[config.mk]
export PLATFORM = sky130hd
export DESIGN_NAME = datapath_gray
export DESIGN_NICKNAME = d
export VERILOG_FILES = /design/src/rtl/datapath_gray.sv
export SDC_FILE = /design/constraint.sdc
export NUM_CORES = 1
export LEC_CHECK = 0
export BUFFER_PORTS_ARGS = -buffer_cell sky130_fd_sc_hd__buf_4
export CORE_MARGIN = 1
export CORE_UTILIZATION = 40
export CTS_BUF_LIST = sky130_fd_sc_hd__clkbuf_4 sky130_fd_sc_hd__clkbuf_8
export CTS_CLUSTER_SIZE = 14
export DETAILED_ROUTE_END_ITERATION = 16
export GPL_ROUTABILITY_DRIVEN = 0
export GPL_TIMING_DRIVEN = 0
export HOLD_SLACK_MARGIN = 0.12
export SETUP_SLACK_MARGIN = 0.4
export SLEW_MARGIN = 20
export SYNTH_ARGS = -nofsm -noshare
export SYNTH_HDL_FRONTEND = slang
export SYNTH_SLANG_ARGS = --single-unit
[constraint.sdc]
create_clock -name i_clk -period 15.1 [get_ports i_clk]
set_clock_uncertainty 0.1 [all_clocks]
set_input_delay 3.02 -clock i_clk [delete_from_list [all_inputs] [get_ports i_clk]]
set_output_delay 3.02 -clock i_clk [all_outputs]
set_load 0.02 [all_outputs]
[src/rtl/datapath_gray.sv]
// datapath_gray: packs R,G,B byte triplets into one luma byte, buffered by an output FIFO
`timescale 1ns/1ps
module datapath_gray #(
  parameter int FIFO_DEPTH = 4,
  parameter int COEF_R = 77,
  parameter int COEF_G = 150,
  parameter int COEF_B = 29
) (
  input  logic       i_clk,
  input  logic       i_rst,
  input  logic [7:0] data_in,
  input  logic       valid_in,
  input  logic       sof_in,
  output logic       busy_out,
  output logic [7:0] data_out,
  output logic       valid_out,
  output logic       sof_out,
  input  logic       busy_in
);
  localparam int AW = $clog2(FIFO_DEPTH);
  logic [1:0] cnt, slot;
  logic [7:0] r_q, g_q, pipe_data, gray;
  logic pix_sof, pipe_valid, pipe_sof, accept, pop;
  logic [8:0] mem [FIFO_DEPTH];
  logic [AW-1:0] wr_ptr, rd_ptr;
  logic [AW:0] count;
  logic [15:0] sum;
  always_comb begin
    busy_out = !i_rst || (count + (AW+1)'(pipe_valid) >= (AW+1)'(FIFO_DEPTH));
    accept = valid_in && !busy_out;
    slot = sof_in ? 2'd0 : cnt;
    sum = 16'(r_q) * 16'(COEF_R) + 16'(g_q) * 16'(COEF_G) + 16'(data_in) * 16'(COEF_B);
    gray = 8'(sum >> 8);
    valid_out = count != '0;
    data_out = valid_out ? mem[rd_ptr][7:0] : 8'd0;
    sof_out = valid_out ? mem[rd_ptr][8] : 1'b0;
    pop = valid_out && !busy_in;
  end
  always_ff @(posedge i_clk) begin
    if (!i_rst) begin
      cnt <= '0;
      r_q <= '0;
      g_q <= '0;
      pix_sof <= 1'b0;
      pipe_valid <= 1'b0;
      pipe_sof <= 1'b0;
      pipe_data <= '0;
      wr_ptr <= '0;
      rd_ptr <= '0;
      count <= '0;
    end else begin
      pipe_valid <= accept && slot == 2'd2;
      if (accept) begin
        cnt <= slot == 2'd2 ? 2'd0 : slot + 2'd1;
        if (slot == 2'd0) begin
          r_q <= data_in;
          pix_sof <= sof_in;
        end
        if (slot == 2'd1) g_q <= data_in;
        if (slot == 2'd2) begin
          pipe_data <= gray;
          pipe_sof <= pix_sof;
        end
      end
      if (pipe_valid) wr_ptr <= wr_ptr + 1'b1;
      if (pop) rd_ptr <= rd_ptr + 1'b1;
      count <= count + (AW+1)'(pipe_valid) - (AW+1)'(pop);
    end
  end
  // Storage carries no reset; occupancy is tracked solely by count.
  always_ff @(posedge i_clk) begin
    if (pipe_valid) mem[wr_ptr] <= {pipe_sof, pipe_data};
  end
endmodule

==> metrics.md <==
| Metric | Value |
|---|---|
| Finished Cell Area | `6590 µm²` |
| HP Class | `flip-flop to flip-flop` |
| CP arrival | `7.65 ns` |
| Relative slew slack | `55.2%` |
| Fin worst setup slack | `~7.6 ns` |
| Crit share post-route | `49.5%` |
| Routed wire per std cell | `14.0 µm` |
| Max Cap Viol | `0` |
| Cells after DPL | `about 720` |
| Mapped cell area | `5980 µm²` |
| Syn nets | `675` |
| Post-synth EDFFs | `36` |
| Pleak | `3.17 nW` |
| Flop2flop setup slack | `around 8.6 ns` |
| Die height | `124 µm` |
| Clk sinks | `between 70 and 80` |
| Crit path kind | `primary input to flip-flop` |
| CP startpoint kind | `primary input` |
| Share of layout cells above drive strength 1 | `13.7%` |
| Synth-to-layout area growth | `10.2%` |
| Tightest Pin Transition | `about 0.67 ns` |
| Core footprint | `14600 µm²` |
| Initial Utilization | `41.0%` |
| Hold Startpoint | `pix_sof` |
| Post-Layout Cell Count | `about 740` |
| Global-route track usage on met1 | `18.0%` |
| Share of flip-flops with an asynchronous set or reset | `0%` |
| Most common cell after layout, fill and taps aside | `inv_1` |
| Die footprint | `15400 µm²` |
| Number of buffers created by CTS | `9` |
| Status | `finished clean` |
| CP endpoint | `pipe_data[5]` |
| Cts hold-fix bufs | `0` |
| RSZ-0062 raised after global routing | `false` |
| Worst setup startpoint | `data_in[0]` |
| Top FF cell, synth | `dfxtp_1` |
| Vias per inst | `about 4.7` |
| Largest net degree at the start of global routing | `16` |
| Yosys warns | `0` |
| Port buffer count | `23` |
| GR Util met3 | `2.66%` |
| Drt pass-1 iters | `4` |
| CP required | `around 15 ns` |
| Hold depth | `2` |
| Worst-Skew Late Latency | `0.36 ns` |
| Setup Buffers After CTS | `0` |
| Ordered list of cells on the worst path | `buf_4, fa_1, inv_1, fa_1, fa_1, inv_1, fa_1, inv_1, fa_1, inv_1, ha_1, a21o_1, a21oi_2, a21o_1, nand2_1, a221o_1, a21oi_1, xor2_1, o21ai_2` |
| Endpoints failing setup | `0` |
| Final Total Pwr | `0.000736 W` |
| WL final | `about 10000 µm` |
| Die X | `124 µm` |
| Post-DP Area | `6380 µm²` |
| Final setup TNS | `0 ns` |
| VDD IR max | `0.0000483 V` |
| GR Util met2 | `26.4%` |
| CTS clk-pin slew, worst paths | `0.10 ns` |
| CP Max Fanout | `6` |
| FMAX | `between 0.1 and 0.15 GHz` |
| FF-to-FF path depth | `23` |
| Vias in the first global route | `about 3.8k` |
| Worst r2r src | `g_q[5]` |
| DRC Markers | `0` |
| Most frequent cells in the layout | `inv_1 (96), ha_1 (92), fa_1 (55), dfxtp_1 (38), edfxtp_1 (36)` |
| Final Hold Fails | `0` |
| Yosys reg bits | `74` |
| Most used cell, CP | `fa_1` |
| Period minus WS final | `7.48 ns` |
| Sequential share of the synthesized area | `30.8%` |
| # IOs | `24` |
| Initial antenna violation count | `0` |
| Worst r2r dst | `pipe_data[5]` |
| Drt initial violations | `84` |
| Cts repair resizes | `0` |
| Total grt overflow | `0` |
| Root buf cell | `clkbuf_8` |
| Via count | `3476` |
| Syn avg cell area | `between 10 and 15 µm²` |
| Nets@finish | `709` |
| Critical path endpoint category | `flip-flop` |
| Wire length of the first global-routing pass | `18100 µm` |
| HPWL after DPL | `8460 µm` |
| GR peak layer | `met2` |
| H-tree Lvls | `3` |
| TritonCTS clock tree | `yes` |
| Cell row count | `44` |
| Unique cell type count in the Yosys netlist | `47` |
| N_diodes | `0` |
| Pre-CTS setup slack | `7.17 ns` |
| Worst path max stage delay | `~0.53 ns` |
| Critical path's slowest cell | `fa_1` |
| Count of final max-slew check failures | `0` |
| Clock buffer depth | `2` |
| Pwr dens | `112 nW/µm²` |
| Mapped Cells | `515` |
| Antenna viol nets, final | `0` |
| Overall Global Routing Usage | `14.7%` |
-- how the worst min path moves through the flow --
| stage | to | slack (ns) |
|---|---|---|
| CTS | pipe_sof | 0.39 |
| global route | pipe_sof | 0.40 |
| floorplan | pipe_sof | 0.34 |
| finish | pipe_sof | 0.38 |
| global placement | pipe_sof | 0.37 |
| detailed placement | pipe_sof | 0.37 |
-- synthesized netlist by cell type (2+ instances only) --
library cell  instances  area, µm²
o21ai_0               4       20.0
a21oi_1              16       80.1
a21oi_2               2       17.5
fa_1                 55       1100
nor2_1                6       22.5
a21o_1               10       75.1
o21bai_1              2       15.0
xor2_1               11       96.3
mux2i_1              14        140
nand4_1               2       12.5
buf_2                 3       15.0
o21ai_2               6       52.6
edfxtp_1             36       1080
dfxtp_1              38        761
clkbuf_1              6       22.5
nor2b_1              31        194
and2_1               11       68.8
mux4_2                9        203
nand3_2               6       60.1
o21ai_1               2       10.0
xnor2_1              12        105
o211a_1               2       20.0
ha_1                 92       1150
a21boi_2              2       22.5
nand3_1               2       10.0
a31oi_1               2       12.5
nand2_1              17       63.8
nor3_1                2       10.0
inv_1                96        360
-- routing by layer --
layer / up-vias / wire, µm
met5: - / 0
met4: 0 / 140
met3: 11 / 215
met2: 36 / 5130
met1: 1656 / 4850
li1: 1773 / -
-- final cells by class --
type	instances	area, µm²
Buffer	11	68.8
Clock buffer	9	124
Clock inverter	7	82.6
Fill cell	1330	8000
Inverter	97	365
Multi-Input combinational cell	333	3710
Sequential cell	74	1840
Tap cell	184	230
Timing Repair Buffer	23	173
-- state kept, by name, indices dropped and copies added, names as in the netlist, named ones only --
name and flops:
g_q 8, cnt 2, pipe_data 8, pipe_valid 1, pipe_sof 1, rd_ptr 2
pix_sof 1, mem 36, count 3, wr_ptr 2, r_q 8
-- power breakdown --
group | internal, W | total (W) | switching [W]
Sequential | 0.000215 | 0.000222 | 0.00000672
Clock | 0.0000792 | 0.000165 | 0.0000862
Combinational | 0.000155 | 0.000349 | 0.000195
Total | 0.000449 | 0.000736 | 0.000287
-- kinds of logic after synthesis --
kind of cell	count (synthesis)	synth area share, %
xor+xnor	24	3.64
flops	74	30.8
mux	23	5.73
buf+inv	108	7.26
fa+ha+maj	147	37.6
simple gates	84	8.32
compound gates	55	6.61
-- worst max-delay path, delay by kind of cell --
family                     cells  cell delay (ns)
adders and majority gates      6             2.87
xor gates and xnor gates       1             0.20
buffers and inverters          5             0.35
AOI/OAI and AO/OA              6             1.13
and+or+nand+nor                1             0.09
-- metrics by stage --
| step | utilization, % | hold WS (ns) |
|---|---|---|
| final | 45.2 | 0.382 |
| after global routing | 45.2 | 0.400 |
| after CTS | 45.2 | 0.386 |
| after detailed placement | 43.8 | 0.374 |
| after global placement | 43.8 | 0.372 |
| after floorplan | - | 0.341 |
No activity file was read; power rests on OpenSTA's default activity.
